File: src/rtl/uart_tx_param.sv
// UART transmitter with configurable data width, parity and stop bits, fed from
// a small transmit FIFO so queued words go out as contiguous frames.
//
// state   | meaning
// --------+-----------------------------------------------
// S_IDLE  | line high, waiting for a queued word
// S_START | start bit (line low)
// S_DATA  | data bits, LSB first
// S_PARITY| parity bit (only when PARITY != 0)
// S_STOP  | STOP_BITS stop bits, may chain straight into S_START
module uart_tx_param #(
   parameter int CLK_FREQ   = 50000000,
   parameter int BAUD_RATE  = 9600,
   parameter int DATA_BITS  = 8,
   parameter int PARITY     = 0,
   parameter int STOP_BITS  = 1,
   parameter int FIFO_DEPTH = 4
) (
   input  logic                          clk,
   input  logic                          rst_n,
   input  logic                          tx_valid,
   output logic                          tx_ready,
   input  logic [DATA_BITS-1:0]          tx_data,
   output logic                          tx,
   output logic                          tx_busy,
   output logic [$clog2(FIFO_DEPTH):0]   fifo_count
);

   localparam int CPB   = CLK_FREQ / BAUD_RATE;
   localparam int BW    = $clog2(CPB);
   localparam int PW    = $clog2(FIFO_DEPTH);
   localparam int CW    = PW + 1;
   localparam int BIT_W = 3;

   typedef enum logic [2:0] {
      S_IDLE,
      S_START,
      S_DATA,
      S_PARITY,
      S_STOP
   } state_t;

   state_t               state_q, state_d;
   logic [BW-1:0]        baud_q, baud_d;
   logic [BIT_W-1:0]     bit_q, bit_d;
   logic [DATA_BITS-1:0] shift_q, shift_d;
   logic                 par_q, par_d;
   logic                 tx_q, tx_d;

   logic [DATA_BITS-1:0] mem_q [FIFO_DEPTH];
   logic [DATA_BITS-1:0] mem_d [FIFO_DEPTH];
   logic [PW-1:0]        wr_q, wr_d;
   logic [PW-1:0]        rd_q, rd_d;
   logic [CW-1:0]        cnt_q, cnt_d;

   logic                 full;
   logic                 empty;
   logic                 push;
   logic                 pop;
   logic                 bit_end;
   logic [DATA_BITS-1:0] head;
   logic                 head_par;

   assign full     = (cnt_q == CW'(FIFO_DEPTH));
   assign empty    = (cnt_q == '0);
   assign push     = tx_valid && !full;
   assign head     = mem_q[rd_q];
   // Odd mode inverts the data XOR so data plus parity carries an odd number of ones.
   assign head_par = (PARITY == 1) ? ~(^head) : (^head);
   assign bit_end  = (baud_q == BW'(CPB - 1));

   assign tx_ready   = !full;
   assign tx         = tx_q;
   assign tx_busy    = (state_q != S_IDLE);
   assign fifo_count = cnt_q;

   always_comb begin : fifo_comb
      mem_d = mem_q;
      wr_d  = wr_q;
      rd_d  = rd_q;
      cnt_d = cnt_q;
      if (push) begin
         mem_d[wr_q] = tx_data;
         wr_d        = wr_q + PW'(1);
      end
      if (pop) begin
         rd_d = rd_q + PW'(1);
      end
      case ({push, pop})
         2'b10:   cnt_d = cnt_q + CW'(1);
         2'b01:   cnt_d = cnt_q - CW'(1);
         default: cnt_d = cnt_q;
      endcase
   end

   always_comb begin : fsm_comb
      state_d = state_q;
      baud_d  = baud_q;
      bit_d   = bit_q;
      shift_d = shift_q;
      par_d   = par_q;
      tx_d    = tx_q;
      pop     = 1'b0;

      if (state_q != S_IDLE) begin
         baud_d = bit_end ? '0 : baud_q + BW'(1);
      end

      case (state_q)
         S_IDLE: begin
            baud_d = '0;
            tx_d   = 1'b1;
            if (!empty) begin
               pop     = 1'b1;
               state_d = S_START;
               tx_d    = 1'b0;
            end
         end
         S_START: begin
            if (bit_end) begin
               state_d = S_DATA;
               bit_d   = '0;
               tx_d    = shift_q[0];
            end
         end
         S_DATA: begin
            if (bit_end) begin
               if (bit_q == BIT_W'(DATA_BITS - 1)) begin
                  if (PARITY != 0) begin
                     state_d = S_PARITY;
                     tx_d    = par_q;
                  end else begin
                     state_d = S_STOP;
                     bit_d   = '0;
                     tx_d    = 1'b1;
                  end
               end else begin
                  bit_d   = bit_q + BIT_W'(1);
                  shift_d = shift_q >> 1;
                  tx_d    = shift_q[1];
               end
            end
         end
         S_PARITY: begin
            if (bit_end) begin
               state_d = S_STOP;
               bit_d   = '0;
               tx_d    = 1'b1;
            end
         end
         S_STOP: begin
            if (bit_end) begin
               if (bit_q == BIT_W'(STOP_BITS - 1)) begin
                  // Chaining into the next start bit here is what removes the idle gap.
                  if (!empty) begin
                     pop     = 1'b1;
                     state_d = S_START;
                     tx_d    = 1'b0;
                  end else begin
                     state_d = S_IDLE;
                     tx_d    = 1'b1;
                  end
               end else begin
                  bit_d = bit_q + BIT_W'(1);
               end
            end
         end
         default: begin
            state_d = S_IDLE;
            tx_d    = 1'b1;
         end
      endcase

      if (pop) begin
         shift_d = head;
         par_d   = head_par;
         bit_d   = '0;
         baud_d  = '0;
      end
   end

   always_ff @(posedge clk or negedge rst_n) begin
      if (!rst_n) begin
         state_q <= S_IDLE;
         baud_q  <= '0;
         bit_q   <= '0;
         shift_q <= '0;
         par_q   <= 1'b0;
         tx_q    <= 1'b1;
         wr_q    <= '0;
         rd_q    <= '0;
         cnt_q   <= '0;
         for (int i = 0; i < FIFO_DEPTH; i++) begin
            mem_q[i] <= '0;
         end
      end else begin
         state_q <= state_d;
         baud_q  <= baud_d;
         bit_q   <= bit_d;
         shift_q <= shift_d;
         par_q   <= par_d;
         tx_q    <= tx_d;
         wr_q    <= wr_d;
         rd_q    <= rd_d;
         cnt_q   <= cnt_d;
         for (int i = 0; i < FIFO_DEPTH; i++) begin
            mem_q[i] <= mem_d[i];
         end
      end
   end

endmodule

File: config.mk
export PLATFORM = sky130hd
export DESIGN_NAME = uart_tx_param
export DESIGN_NICKNAME = d
export VERILOG_FILES = /design/src/rtl/uart_tx_param.sv
export SDC_FILE = /design/constraint.sdc
export NUM_CORES = 1
export LEC_CHECK = 0
export CAP_MARGIN = 20
export CORE_ASPECT_RATIO = 0.6
export CORE_MARGIN = 2
export CORE_UTILIZATION = 50
export DETAILED_ROUTE_END_ITERATION = 10
export PLACE_DENSITY = 0.68
export SYNTH_ARGS = -nofsm -noshare
export SYNTH_HDL_FRONTEND = slang
export SYNTH_SLANG_ARGS = --single-unit
File: constraint.sdc
create_clock -name clk -period 5.3 [get_ports clk]
set_input_delay 1.325 -clock clk [delete_from_list [all_inputs] [get_ports clk]]
set_output_delay 1.325 -clock clk [all_outputs]
set_load 0.005 [all_outputs]
==> impl_metrics.toml <==
[power]
clock_power_share_pct = 20.6
p_leak_nw = 1.65
internal-power_mw = 1.28
p_switching_mw = 0.588
combPwrFrac_pct = 31.9
ir_worst_vdd_mv = 0.205
swShare_pct = 31.5
power_density_nw_per_um2 = 511
p_seq_share_pct = 47.5

[sta]
setup_slack_ns = 2.14
finalCritPeriodShare_pct = 59.7
fmax_mhz = 316
finalHoldViolCount = 0
fin_crit_ns = 3.16
rsz0062_at_grt = "no"
max-slew-margin-rel_pct = 43.4
worstMarginPinSlew_ns = 0.849
finClkSkew_ns = 0.0119
drv_slew = 0
tns_ns = 0
finalSetupViolCount = 0

[yosys]
yosys_warnings = 0
ys_seq_area_share_pct = 51.3
synth.distinct_cells = 44
syn_inst = 266
synth_seq_cells = 67
syn-num-nets = 287
synth-main-ff-cell = "dfrtp_1"
synthArstFlopShare_pct = 100
syn_area_um2 = 3270
avgSynthCellArea_um2 = 12.3
synth_edf_count = 0

[clock_network]
postCtsSetupBuffers = 0
cts_tree = "built"
holdBufCountCts = 0
clk_pin_slew_ns = 0.07
clk_path_buf_depth = 2
cts_inserted_buffers = 9
clkLatencyLatePin_ns = 0.35
clock-root-buffer = "clkbuf_8"
cts_num_sinks = 67
htreeDepth = 3
cts_resized = 0

[setup_path]
r2r_slack_ns = 2.29
endpoint_kind = "output port"
reg2reg_to = "fifo_count[2]"
cp_slowest_cell = "dfrtp_1"
timing.rr.start = "baud_q[0]"
slowest_delay_ns = 0.53
r2r_cells = 10
cp_num_buf_inv = 1
cp.arrival_ns = 1.84
path_class = "reg2out"
setup.worst_path.start = "state_q[2]"
worstSetupStartpointType = "flip-flop"
worst-path-max-fanout = 14
path_cells = "or3_1, clkdlybuf4s50_1"
path_delay_family = "flip-flops"
crit_required_ns = 3.97

[drt]
wl_per_cell_um = 15.8
met1_length_um = 3200
drcViolationCount = 0
met2_length_um = 2250
avgViaCountPerCell = 5.35
vias = 1990
highest-signal-layer = "met4"
drtAntennaViolNets = 0
dr.pass1.iters = 4
drt-total-wl_um = 5860
routed-wl-met3_um = 322
dr.first_iter.drc_count = 85

[floorplanning]
pin_count = 17
die_area_um2 = 7230
rows = 22
die_h_um = 66.7
core_um2 = 6220
dieWidth_um = 108
start_util_pct = 52.6

[global_route]
track_usage_pct = 19.8
grt_pass1_vias = 2050
grt_max_degree = 40
grt_antenna_before_repair = 0
grt_pass1_wl_um = 10400
gr-total-overflow = 0

[worst_hold_path]
hold_depth = 1
min_to = "baud_q[0]"
min_from = "baud_q[0]"
hp-class = "reg2reg"

[layout]
fillerInstances = 536
diodes = 0
layout-drive-gt1-share_pct = 23.6
stdcell_count = 372
syn_to_final_growth_pct = 11.6
layout.nets = 304

[place]
pre_cts_slack_ns = 2.17
port-buffer-count = 16
dp.cells = 356
place.gp.congestion = 0.792
dp_hpwl_um = 4200

[flow_run]
drv_cap = 0

[status]
status = "finished, final reports clean"
-- state kept, by name, indices dropped and copies added (netlist names) --
signal,flops
shift_q,8
wr_q,2
baud_q,13
mem_q,32
tx,1
rd_q,2
bit_q,3
state_q,3
fifo_count,3
-- synth_stat cells, types with 2 or more instances --
| library cell | number | area (um^2) |
|---|---|---|
| and4b_4 | 2 | 27.5 |
| a21o_1 | 3 | 22.5 |
| nand3_1 | 11 | 55.1 |
| a22o_1 | 2 | 17.5 |
| o21ai_0 | 9 | 45.0 |
| buf_4 | 2 | 15.0 |
| a21oi_1 | 6 | 30.0 |
| nand4b_1 | 2 | 17.5 |
| buf_6 | 2 | 22.5 |
| clkbuf_1 | 3 | 11.3 |
| nand4_1 | 2 | 12.5 |
| mux4_2 | 8 | 180 |
| nand2_1 | 16 | 60.1 |
| and3_2 | 2 | 15.0 |
| mux2_2 | 32 | 360 |
| xnor2_1 | 8 | 70.1 |
| nand2b_1 | 4 | 25.0 |
| dfrtp_1 | 66 | 1650 |
| nor2b_1 | 2 | 12.5 |
| and3_1 | 4 | 25.0 |
| buf_2 | 2 | 10.0 |
| and2_1 | 2 | 12.5 |
| inv_1 | 8 | 30.0 |
| ha_1 | 9 | 113 |
| nor3_1 | 4 | 20.0 |
| mux2i_1 | 7 | 70.1 |
| xor2_1 | 10 | 87.6 |
| o22ai_1 | 2 | 12.5 |
| nor2_1 | 21 | 78.8 |
-- logic make-up after synthesis --
family / share of synthesized area [%]
and+or+nand+nor: 13.5
DFF: 51.3
muxes: 18.7
AOI/OAI and AO/OA: 4.78
buffers and inverters: 2.98
xor gates and xnor gates: 4.82
adders and majority gates: 4.05
-- layout make-up --
type,instances,area [um^2],share of cell area [%]
Clock inverter,5,27.5,0.754
Multi-Input combinational cell,180,1500,41.0
Inverter,8,30.0,0.822
Timing Repair Buffer,17,163,4.45
Clock buffer,11,151,4.15
Tap cell,84,105,2.88
Sequential cell,67,1680,45.9
-- worst max-delay path by stage --
| stage | cells past startpoint | to | slack (ns) |
|---|---|---|---|
| 4_1_cts | 2 | tx_busy | 2.11 |
| 3_3_place_gp | 9 | fifo_count[2] | 2.21 |
| 3_5_place_dp | 9 | fifo_count[2] | 2.17 |
| 2_1_floorplan | 9 | fifo_count[2] | 2.62 |
| 5_1_grt | 10 | fifo_count[2] | 2.02 |
| 6_report | 2 | tx_busy | 2.14 |
-- per-layer routing --
metal	GRT usage [%]	vias up
li1	-	970
met1	29.7	971
met2	24.8	39
met3	7.83	10
met4	8.17	0
met5	0	-
-- power by group through the flow --
stage               combinational, mW  clock (mW)  sequential (mW)
CTS                             0.603       0.393            0.886
detailed placement              0.601           0            0.895
finish                          0.596       0.384            0.887
floorplan                       0.507           0            0.818
global placement                0.592           0            0.889
global route                    0.669       0.420            0.917
-- placed cells by master (no fill, tap or decap), types with 3 or more instances in the layout --
cell / count
dfrtp_1: 66
mux2_2: 32
nor2_1: 21
nand2_1: 16
clkdlybuf4s50_1: 15
nand3_1: 11
clkbuf_8: 11
xor2_1: 10
o21ai_0: 9
ha_1: 9
inv_1: 8
xnor2_1: 8
mux4_2: 8
mux2i_1: 7
a21oi_1: 6
nor3_1: 4
nand2b_1: 4
and3_1: 4
clkinv_2: 4
a21o_1: 3
-- stage by stage --
| step | hold slack (ns) | total power, mW | area, um^2 | util [%] |
|---|---|---|---|---|
| floorplan | 0.433 | 1.33 | 3270 | - |
| finish | 0.471 | 1.87 | 3650 | 58.7 |
| detailed placement | 0.465 | 1.50 | 3470 | 55.8 |
| global route | 0.504 | 2.01 | 3650 | 58.7 |
| global placement | 0.446 | 1.48 | 3470 | 55.8 |
| CTS | 0.476 | 1.88 | 3650 | 58.7 |
Power figures use the tool's default switching activity.
